==> config.mk <==
export PLATFORM = sky130hd
export DESIGN_NAME = jesd_tx_transport
export DESIGN_NICKNAME = d
export VERILOG_FILES = /design/src/rtl/jesd_tx_transport_pkg.sv /design/src/rtl/jesd_tx_fifo.sv /design/src/rtl/jesd_tx_transport.sv
export SDC_FILE = /design/constraint.sdc
export NUM_CORES = 2
export LEC_CHECK = 0
export CORE_MARGIN = 10
export CORE_UTILIZATION = 60
export CTS_CLUSTER_SIZE = 40
export DETAILED_ROUTE_END_ITERATION = 12
export MAX_ROUTING_LAYER = met4
export PLACE_DENSITY = 0.79
export SLEW_MARGIN = 15
export SYNTH_ARGS = -nofsm -noshare
export SYNTH_HDL_FRONTEND = slang
export SYNTH_HIERARCHICAL = 1
export SYNTH_SLANG_ARGS = --single-unit
==> constraint.sdc <==
create_clock -name s_axil_aclk -period 26.7 [get_ports s_axil_aclk]
set_input_delay 8.01 -clock s_axil_aclk [delete_from_list [all_inputs] [get_ports s_axil_aclk]]
set_output_delay 8.01 -clock s_axil_aclk [all_outputs]
set_load 0.05 [all_outputs]
==> src/rtl/jesd_tx_transport_pkg.sv <==
// Shared constants, register map and sample helpers for the JESD TX transport front end.
package jesd_tx_transport_pkg;

    localparam int SAMPLE_W         = 16;
    localparam int SAMPLES_PER_WORD = 8;
    localparam int WORD_W           = SAMPLE_W * SAMPLES_PER_WORD;

    localparam logic [31:0] ID_VALUE_DEFAULT = 32'h4A54_4E31;

    // Register indices as seen on addr[4:2]
    localparam logic [2:0] REG_CTRL      = 3'd0;
    localparam logic [2:0] REG_PATTERN   = 3'd1;
    localparam logic [2:0] REG_STATUS    = 3'd2;
    localparam logic [2:0] REG_UNDERFLOW = 3'd3;
    localparam logic [2:0] REG_ID        = 3'd4;

    typedef enum logic [1:0] {
        MODE_IDLE    = 2'd0,
        MODE_STREAM  = 2'd1,
        MODE_PATTERN = 2'd2,
        MODE_RAMP    = 2'd3
    } mode_e;

    function automatic logic [WORD_W-1:0] swap_bytes(input logic [WORD_W-1:0] d);
        logic [WORD_W-1:0] r;
        r = '0;
        for (int k = 0; k < SAMPLES_PER_WORD; k++)
            r[k*SAMPLE_W +: SAMPLE_W] = {d[k*SAMPLE_W +: 8], d[k*SAMPLE_W+8 +: 8]};
        return r;
    endfunction

endpackage

==> src/rtl/jesd_tx_fifo.sv <==
// Show-ahead synchronous FIFO with level, single-cycle flush, and push-on-full when popping.
module jesd_tx_fifo #(
    parameter int W     = 128,
    parameter int DEPTH = 16
) (
    input  logic                     clk,
    input  logic                     rst_n,
    input  logic                     i_push,
    input  logic [W-1:0]             i_data,
    input  logic                     i_pop,
    input  logic                     i_flush,
    output logic [W-1:0]             o_data,
    output logic [$clog2(DEPTH):0]   o_level,
    output logic                     o_full,
    output logic                     o_empty
);
    localparam int AW = $clog2(DEPTH);
    localparam int LW = AW + 1;

    logic [W-1:0]  r_mem [DEPTH];
    logic [AW-1:0] r_wr;
    logic [AW-1:0] r_rd;
    logic [LW-1:0] r_level;
    logic          w_push;
    logic          w_pop;

    assign o_empty = (r_level == '0);
    assign o_full  = (r_level == LW'(DEPTH));
    assign o_level = r_level;
    assign o_data  = r_mem[r_rd];

    assign w_pop  = i_pop && !o_empty && !i_flush;
    assign w_push = i_push && !i_flush && (!o_full || w_pop);

    always_ff @(posedge clk) begin
        if (w_push)
            r_mem[r_wr] <= i_data;
    end

    always_ff @(posedge clk or negedge rst_n) begin
        if (!rst_n) begin
            r_wr    <= '0;
            r_rd    <= '0;
            r_level <= '0;
        end else if (i_flush) begin
            r_wr    <= '0;
            r_rd    <= '0;
            r_level <= '0;
        end else begin
            if (w_push) r_wr <= r_wr + AW'(1);
            if (w_pop)  r_rd <= r_rd + AW'(1);
            r_level <= r_level + LW'(w_push) - LW'(w_pop);
        end
    end

endmodule

==> src/rtl/jesd_tx_transport.sv <==
// JESD TX transport front end: AXI-Lite control, AXIS sample buffer and per-beat word
// generation (idle / stream / pattern / ramp) with optional per-sample byte swap.
module jesd_tx_transport
    import jesd_tx_transport_pkg::*;
#(
    parameter int          FIFO_DEPTH = 16,
    parameter logic [31:0] ID_VALUE   = ID_VALUE_DEFAULT
) (
    input  logic          s_axil_aclk,
    input  logic          s_axil_aresetn,
    input  logic [31:0]   s_axil_awaddr,
    input  logic [2:0]    s_axil_awprot,
    input  logic          s_axil_awvalid,
    output logic          s_axil_awready,
    input  logic [31:0]   s_axil_wdata,
    input  logic [3:0]    s_axil_wstrb,
    input  logic          s_axil_wvalid,
    output logic          s_axil_wready,
    output logic [1:0]    s_axil_bresp,
    output logic          s_axil_bvalid,
    input  logic          s_axil_bready,
    input  logic [31:0]   s_axil_araddr,
    input  logic [2:0]    s_axil_arprot,
    input  logic          s_axil_arvalid,
    output logic          s_axil_arready,
    output logic [31:0]   s_axil_rdata,
    output logic [1:0]    s_axil_rresp,
    output logic          s_axil_rvalid,
    input  logic          s_axil_rready,
    input  logic [127:0]  s_axis_tdata,
    input  logic          s_axis_tvalid,
    output logic          s_axis_tready,
    output logic [127:0]  tx_tdata,
    input  logic          tx_tready
);
    localparam int LW = $clog2(FIFO_DEPTH) + 1;

    logic                 r_up;
    logic                 r_awready, r_wready, r_bvalid, r_arready, r_rvalid;
    logic                 r_aw_held, r_w_held;
    logic [2:0]           r_aw_idx;
    logic [15:0]          r_wdata;
    logic [1:0]           r_wstrb;
    logic [31:0]          r_rdata;
    mode_e                r_mode;
    logic                 r_swap;
    logic                 r_flush;
    logic [SAMPLE_W-1:0]  r_pattern;
    logic [31:0]          r_underflow;
    logic [SAMPLE_W-1:0]  r_ramp_cnt;
    logic [WORD_W-1:0]    r_tx_tdata;

    logic                 w_wr_commit;
    logic                 w_ramp_entry;
    logic [31:0]          w_rd_data;
    logic [31:0]          w_status;
    logic [WORD_W-1:0]    w_fifo_head;
    logic [WORD_W-1:0]    w_ramp_word;
    logic [WORD_W-1:0]    w_next;
    logic [LW-1:0]        w_level;
    logic                 w_full, w_empty;
    logic                 w_push, w_pop, w_stream_beat, w_underflow;
    logic                 w_unused;

    assign w_unused = ^{s_axil_awprot, s_axil_arprot, s_axil_awaddr[31:5], s_axil_awaddr[1:0],
                        s_axil_araddr[31:5], s_axil_araddr[1:0], s_axil_wdata[31:16],
                        s_axil_wstrb[3:2]};

    assign s_axil_awready = r_awready;
    assign s_axil_wready  = r_wready;
    assign s_axil_bvalid  = r_bvalid;
    assign s_axil_bresp   = 2'b00;
    assign s_axil_arready = r_arready;
    assign s_axil_rvalid  = r_rvalid;
    assign s_axil_rdata   = r_rdata;
    assign s_axil_rresp   = 2'b00;
    assign tx_tdata       = r_tx_tdata;

    // r_up keeps tready low through reset and raises it on the first clock after release
    assign s_axis_tready = r_up && !w_full && !r_flush;
    assign w_push        = s_axis_tvalid && s_axis_tready;

    assign w_wr_commit  = r_aw_held && r_w_held && !r_bvalid;
    assign w_ramp_entry = w_wr_commit && (r_aw_idx == REG_CTRL) && r_wstrb[0] &&
                          (r_wdata[1:0] == MODE_RAMP) && (r_mode != MODE_RAMP);

    always_comb begin
        w_status          = '0;
        w_status[LW-1:0]  = w_level;
        w_status[8]       = w_empty;
        w_status[9]       = w_full;
    end

    always_comb begin
        w_rd_data = '0;
        case (s_axil_araddr[4:2])
            REG_CTRL:      w_rd_data = {29'd0, r_swap, r_mode};
            REG_PATTERN:   w_rd_data = {16'd0, r_pattern};
            REG_STATUS:    w_rd_data = w_status;
            REG_UNDERFLOW: w_rd_data = r_underflow;
            REG_ID:        w_rd_data = ID_VALUE;
            default:       w_rd_data = '0;
        endcase
    end

    always_ff @(posedge s_axil_aclk or negedge s_axil_aresetn) begin
        if (!s_axil_aresetn) begin
            r_up      <= 1'b0;
            r_awready <= 1'b0;
            r_wready  <= 1'b0;
            r_bvalid  <= 1'b0;
            r_arready <= 1'b0;
            r_rvalid  <= 1'b0;
            r_rdata   <= '0;
            r_aw_held <= 1'b0;
            r_w_held  <= 1'b0;
            r_aw_idx  <= '0;
            r_wdata   <= '0;
            r_wstrb   <= '0;
            r_mode    <= MODE_IDLE;
            r_swap    <= 1'b0;
            r_flush   <= 1'b0;
            r_pattern <= '0;
        end else begin
            r_up      <= 1'b1;
            r_flush   <= 1'b0;
            r_awready <= s_axil_awvalid && !r_aw_held && !r_awready && !r_bvalid;
            r_wready  <= s_axil_wvalid && !r_w_held && !r_wready && !r_bvalid;
            if (s_axil_awvalid && r_awready) begin
                r_aw_held <= 1'b1;
                r_aw_idx  <= s_axil_awaddr[4:2];
            end
            if (s_axil_wvalid && r_wready) begin
                r_w_held <= 1'b1;
                r_wdata  <= s_axil_wdata[15:0];
                r_wstrb  <= s_axil_wstrb[1:0];
            end
            if (w_wr_commit) begin
                r_aw_held <= 1'b0;
                r_w_held  <= 1'b0;
                r_bvalid  <= 1'b1;
                case (r_aw_idx)
                    REG_CTRL: if (r_wstrb[0]) begin
                        r_mode  <= mode_e'(r_wdata[1:0]);
                        r_swap  <= r_wdata[2];
                        r_flush <= r_wdata[3];
                    end
                    REG_PATTERN: begin
                        if (r_wstrb[0]) r_pattern[7:0]  <= r_wdata[7:0];
                        if (r_wstrb[1]) r_pattern[15:8] <= r_wdata[15:8];
                    end
                    default: ;
                endcase
            end else if (r_bvalid && s_axil_bready) begin
                r_bvalid <= 1'b0;
            end
            r_arready <= s_axil_arvalid && !r_arready && !r_rvalid;
            if (s_axil_arvalid && r_arready) begin
                r_rvalid <= 1'b1;
                r_rdata  <= w_rd_data;
            end else if (r_rvalid && s_axil_rready) begin
                r_rvalid <= 1'b0;
            end
        end
    end

    // A flush cycle behaves as an empty FIFO for the stream source
    assign w_stream_beat = tx_tready && (r_mode == MODE_STREAM);
    assign w_pop         = w_stream_beat && !w_empty && !r_flush;
    assign w_underflow   = w_stream_beat && !w_pop;

    always_comb begin
        w_ramp_word = '0;
        for (int k = 0; k < SAMPLES_PER_WORD; k++)
            w_ramp_word[k*SAMPLE_W +: SAMPLE_W] = r_ramp_cnt + SAMPLE_W'(k);
        w_next = '0;
        case (r_mode)
            MODE_STREAM:  w_next = w_pop ? w_fifo_head : '0;
            MODE_PATTERN: w_next = {SAMPLES_PER_WORD{r_pattern}};
            MODE_RAMP:    w_next = w_ramp_word;
            default:      w_next = '0;
        endcase
    end

    always_ff @(posedge s_axil_aclk or negedge s_axil_aresetn) begin
        if (!s_axil_aresetn) begin
            r_tx_tdata  <= '0;
            r_ramp_cnt  <= '0;
            r_underflow <= '0;
        end else begin
            if (tx_tready)
                r_tx_tdata <= r_swap ? swap_bytes(w_next) : w_next;
            if (w_ramp_entry)
                r_ramp_cnt <= '0;
            else if (tx_tready && (r_mode == MODE_RAMP))
                r_ramp_cnt <= r_ramp_cnt + SAMPLE_W'(SAMPLES_PER_WORD);
            if (w_wr_commit && (r_aw_idx == REG_UNDERFLOW))
                r_underflow <= '0;
            else if (w_underflow && (r_underflow != '1))
                r_underflow <= r_underflow + 32'd1;
        end
    end

    jesd_tx_fifo #(
        .W     (WORD_W),
        .DEPTH (FIFO_DEPTH)
    ) u_fifo (
        .clk     (s_axil_aclk),
        .rst_n   (s_axil_aresetn),
        .i_push  (w_push),
        .i_data  (s_axis_tdata),
        .i_pop   (w_pop),
        .i_flush (r_flush),
        .o_data  (w_fifo_head),
        .o_level (w_level),
        .o_full  (w_full),
        .o_empty (w_empty)
    );

endmodule

-- After elaboration in Yosys (flattened, before gate mapping)
Memories as Yosys holds them, arrays and structs flattened.
Cells that the tools add are included.
- memory bits (writable): 2048
- output and inout port bits: 170
- memories kept: 1
- flip-flop bits (word level): 270
- bits in latches: 0
- ROM bits: 0
- add/subtract/negate cells: 13
- multipliers: 0
- div/mod/pow operators: 0
- reductions and logical operators: 59
- multiplexer cells: 26
- order comparisons: 0
- bitwise operators: 0
- shifts and indexed selects: 0
- equal/unequal tests: 13
- memories (memory ; depth ; width ; read ports ; clocked after memory_dff ; wr ports ; line ; text):
    u_fifo.r_mem ; 16 ; 128 ; 1 ; 0 ; 1 ; jesd_tx_fifo.sv:20 ; logic [W-1:0] r_mem [DEPTH];
- operators by type and width (cell ; number):
    $pmux W128 S3 ; 1
    $mux W128 ; 2
    $pmux W32 S5 ; 1
    $add A16 B3 Y16 const B ; 4
    $mux W32 ; 2
    $logic_and A1 B1 Y1 ; 33
    $add A16 B2 Y16 const B ; 2
    $add A32 B1 Y32 const B ; 1
    $mux W16 ; 2
    $ne A32 B32 Y1 const B ; 1
    $add A16 B1 Y16 const B ; 1
    $add A16 B4 Y16 const B ; 1
    $mux W4 ; 4
    $reduce_bool A2 Y1 ; 8
    $mux W1 ; 13
    $logic_not A1 Y1 ; 11
    $eq A3 B2 Y1 const B ; 3
    $reduce_and A3 Y1 ; 3
    $add A4 B1 Y4 const B ; 2
    $eq A2 B2 Y1 const B ; 3
    $eq A3 B1 Y1 const B ; 2
    $logic_not A3 Y1 ; 2
    $add A5 B1 Y5 ; 1
    $eq A5 B5 Y1 const B ; 1
    7 further kinds ; 7

-- Depth between registers and ports, before layout
- depth in word-level cells: 11
- depth in mapped cells: 17
- gate-level depth less buffers: 16

-- Cells and area by module
The synthesis kept the hierarchy.
- modules (own cells, without submodules) (module ; times used ; area each (um^2) ; sequential area each (um^2) ; cells each):
    jesd_tx_fifo ; 1 ; 79302.3 ; 61824.3 ; 3781
    jesd_tx_transport ; 1 ; 12863.6 ; 6356.1 ; 1146

-- Worst setup path before layout
No wires, ideal clock.
- path type: in2reg
- start: input tx_tready
- end: memory u_fifo.r_mem[0][0], enable pin
- setup time: 772 ps
- setup slack: 7686 ps
- required time: 25928 ps
- data arrival time: 18243 ps
- buffers on the path: 2
- stages on the path: 8
- cells stage by stage: clkbuf_1 nand3b_1 nor3_1 clkbuf_1 inv_1 a211oi_1 nand2_1 nor3_1
- longest elaborated chain between the ends: 9
- ends and longest elaborated chain (what ; line ; text):
    from (decl) ; jesd_tx_transport.sv:34 ; input logic tx_tready
    $logic_and A1 B1 Y1 ; jesd_tx_transport.sv:168 ; assign w_stream_beat = tx_tready && (r_mode == MODE_STREAM);
    $logic_and A1 B1 Y1 (2 in series) ; jesd_tx_transport.sv:169 ; assign w_pop = w_stream_beat && !w_empty && !r_flush;
    net w_pop ; jesd_tx_transport.sv:62 ; logic w_push, w_pop, w_stream_beat, w_underflow;
    $logic_and A1 B1 Y1 (2 in series) ; jesd_tx_fifo.sv:32 ; assign w_pop = i_pop && !o_empty && !i_flush;
    $logic_or A1 B1 Y1 ; jesd_tx_fifo.sv:33 ; assign w_push = i_push && !i_flush && (!o_full || w_pop);
    $logic_and A1 B1 Y1 ; jesd_tx_fifo.sv:33 ;
    $mux W1 ; jesd_tx_fifo.sv:36 ; if (w_push)
    $mux W1 (implied by the code) ; jesd_tx_fifo.sv:37 ; r_mem[r_wr] <= i_data;
    to (decl) ; jesd_tx_fifo.sv:20 ;
The timed path passes the listed nets, and every way through them passes these cells.

-- Worst setup path in the final report
- start: input tx_tready
- end: memory u_fifo.r_mem[8][53], enable pin
- longest elaborated chain between the ends: 9
- ends and longest elaborated chain (what ; line):
    $logic_and A1 B1 Y1 ; jesd_tx_transport.sv:168
    $logic_and A1 B1 Y1 (2 in series) ; jesd_tx_transport.sv:169
    $logic_and A1 B1 Y1 (2 in series) ; jesd_tx_fifo.sv:32
    $logic_or A1 B1 Y1 ; jesd_tx_fifo.sv:33
    $logic_and A1 B1 Y1 ; jesd_tx_fifo.sv:33
    $mux W1 ; jesd_tx_fifo.sv:36
    $mux W1 (implied by the code) ; jesd_tx_fifo.sv:37
No other way between the ends.

==> results.sh <==
export IMPL_run_status="complete, no violations"
export IMPL_ir_worst_vdd_mv=0.0799
export IMPL_grt_busiest_layer="met2"
export IMPL_nets=5505
export IMPL_grtUsageMet1=0.372
export IMPL_path_cells="buf_6 -> nand3b_1 -> nor3_2 -> buf_12 -> inv_1 -> a211oi_1 -> nand2_1 -> nor2_4 -> buf_4 -> buf_4"
export IMPL_die_area_um2=170000
export IMPL_area_growth_pct=13.3
export IMPL_fin_skew_ns=0.0342
export IMPL_setup_viol=0
export IMPL_overflow=0
export IMPL_cp_arrival_ns=13.57
export IMPL_synthCells=4927
export IMPL_htree_levels=4
export IMPL_rows=143
export IMPL_postCtsHoldBufs=0
export IMPL_clock_root_buffer="clkbuf_16"
export IMPL_yosysWarnings=6
export IMPL_fin_crit_ns=13.11
export IMPL_totalWireLength_um=234000
export IMPL_dp_hpwl_um=120000
export IMPL_ys_top_cells_by_count="edfxtp_1, mux2i_1, dfrtp_1, mux4_2, nand2_1"
export IMPL_crit_type="input pin to register"
export IMPL_max_stage_delay_ns=0.88
export IMPL_fin_total_pwr_uw=9970
export IMPL_ys_seq_elements=2315
export IMPL_place_congestion=0.838
export IMPL_met2_usage=0.425
export IMPL_die_w_um=412
export IMPL_max_freq_mhz=76.3
export IMPL_slew_violations=0
export IMPL_grt_first_pass_wirelength_um=340000
export IMPL_fillCellCount=9187
export IMPL_crit_path_frequent_cell="buf_4"
export IMPL_rsz0062_at_grt="no"
export IMPL_reg2reg_from="u_fifo/o_level[2]"
export IMPL_drc=0
export IMPL_cts_resized=0
export IMPL_start_util=0.605
export IMPL_yosysSeqAreaShare=0.740
export IMPL_cts_tree="done"
export IMPL_ant_nets=0
export IMPL_max_cap_viol_count=0
export IMPL_cts_reportedPaths_clkPinSlew_ns=0.06
export IMPL_drt_pre_antenna_iters=6
export IMPL_avgRoutedWirePerCell_um=31.2
export IMPL_first_global_vias=50065
export IMPL_portBuffers=326
export IMPL_crit_fanout=135
export IMPL_min_path_type="register to register"
export IMPL_period_share=0.491
export IMPL_clock_sinks=2315
export IMPL_cp_start_kind="input pin"
export IMPL_core_area_um2=152000
export IMPL_grt_usage=0.281
export IMPL_yosysMostFrequentCell="edfxtp_1"
export IMPL_synth_top_area_cell="edfxtp_1"
export IMPL_drive_gt1_frac=0.173
export IMPL_grt_max_degree=155
export IMPL_ys_top_cells_by_area="edfxtp_1, dfrtp_1, mux2i_1"
export IMPL_p_leak_uw=0.0356
export IMPL_fin_tns_setup_ns=0
export IMPL_hp_start="s_axil_rvalid"
export IMPL_tightest_slew_ns=1.17
export IMPL_vias=50005
export IMPL_grt_util_met3=0.0671
export IMPL_slowest_stage="nor2_4"
export IMPL_cts_buffers=215
export IMPL_avgSynthCellArea_um2=18.7
export IMPL_postCtsSetupBuffers=0
export IMPL_ys_flop_type="edfxtp_1"
export IMPL_relSlewSlack=0.218
export IMPL_drt_iter0_drc=6483
export IMPL_pin_count=413
export IMPL_clk_latency_ns=0.86
export IMPL_clockBufferDepth=3
export IMPL_postSynth_asyncResetShare=0.115
export IMPL_crit_required_ns=27.16
export IMPL_critPathLaunch="tx_tready"
export IMPL_synthDistinctLibCells=62
export IMPL_detail_route_vias_per_cell=6.66
export IMPL_pwr_density_cell_nw_per_um2=95.4
export IMPL_end_kind="register"
export IMPL_hold_violations=0
export IMPL_netlist_area_um2=92200
export IMPL_die_h_um=412
export IMPL_yosysTopAreaCellShare=0.667
export IMPL_synth_edff_count=2048
export IMPL_antenna_found_initial=41
power breakdown:
group          total (µW)  internal [µW]  switching [µW]
Combinational        2610           1050            1560
Sequential           4370           4210             165
Clock                2990           1690            1300
registers in the layout, summed over array words and instances, names as in the netlist:
name and count:
r_aw_held 1, r_aw_idx 3, r_flush 1, r_mode 2, r_pattern 16, r_ramp_cnt 13
r_swap 1, r_underflow 32, r_up 1, r_w_held 1, r_wdata 16, r_wstrb 2
s_axil_arready 1, s_axil_awready 1, s_axil_bvalid 1, s_axil_rdata 32, s_axil_rvalid 1, s_axil_wready 1
tx_tdata 128, u_fifo/o_level 5, u_fifo/r_mem 2048, u_fifo/r_rd 4, u_fifo/r_wr 4
cells in the final DEF, fill, tap and decap left out, types with 21 or more instances in the layout:
cell / n
nand3_1: 21
buf_4: 62
nor2_1: 37
a221oi_1: 181
clkdlybuf4s50_1: 324
mux4_2: 258
nand2_1: 186
or3_1: 24
clkinv_1: 37
inv_1: 23
clkbuf_1: 62
clkbuf_16: 222
a221oi_2: 75
mux2i_1: 661
dfrtp_1: 262
o21ai_0: 163
a22oi_1: 130
mux2_2: 175
edfxtp_1: 2048
clkinv_2: 38
a21oi_1: 168
diode_2: 40
cell type report:
class	instances	area, µm²	share of cell area
antenna	40	100	0.000958
clock buffer	298	5970	0.0572
clock inverter	104	895	0.00856
inverter	24	97.6	0.000934
multi-input combinational	2284	22500	0.216
sequential	2315	68200	0.653
tap	2030	2540	0.0243
timing repair buffer	408	4140	0.0397
stage by stage:
step	hold slack (ns)	util	area (µm²)	setup slack, ns	instances
after detailed placement	0.460	0.640	97500	12.82	7060
after global routing	0.484	0.686	104000	13.42	7496
final	0.468	0.686	104000	13.59	7503
after floorplan	0.457	-	92200	7.69	4930
after CTS	0.470	0.685	104000	13.70	7462
after global placement	0.449	0.640	97500	12.85	7060
cell families after synthesis:
family | share of synthesized area
DFF | 0.740
muxes | 0.156
AOI/OAI and AO/OA | 0.0623
and+or+nand+nor | 0.0200
buffers and inverters | 0.0179
xor gates and xnor gates | 0.00181
adders and majority gates | 0.00198
other | 0.0000815
critical path: cells and delay by family:
family,cells,cell delay (ns)
AOI/OAI and AO/OA,1,0.60
buffers and inverters,5,2.93
and+or+nand+nor,4,1.71
path summary, 6_finish.rpt:
path	end	cells after the start	slack, ns
min	s_axil_arready	1	0.47
min reg2reg	s_axil_arready	1	0.47
max reg2reg	u_fifo/r_mem[8][53]	12	20.60
min in group asynchronous	s_axil_rdata[24]	1	7.21
max	u_fifo/r_mem[8][53]	10	13.59
max in group asynchronous	tx_tdata[78]	2	17.90
per-layer routing:
| layer | part of all wire | up-vias |
|---|---|---|
| li1 | - | 20822 |
| met1 | 0.38 | 25777 |
| met2 | 0.48 | 3001 |
| met3 | 0.11 | 405 |
| met4 | 0.032 | 0 |
| met5 | 0 | - |
Power figures use the tool's default switching activity.
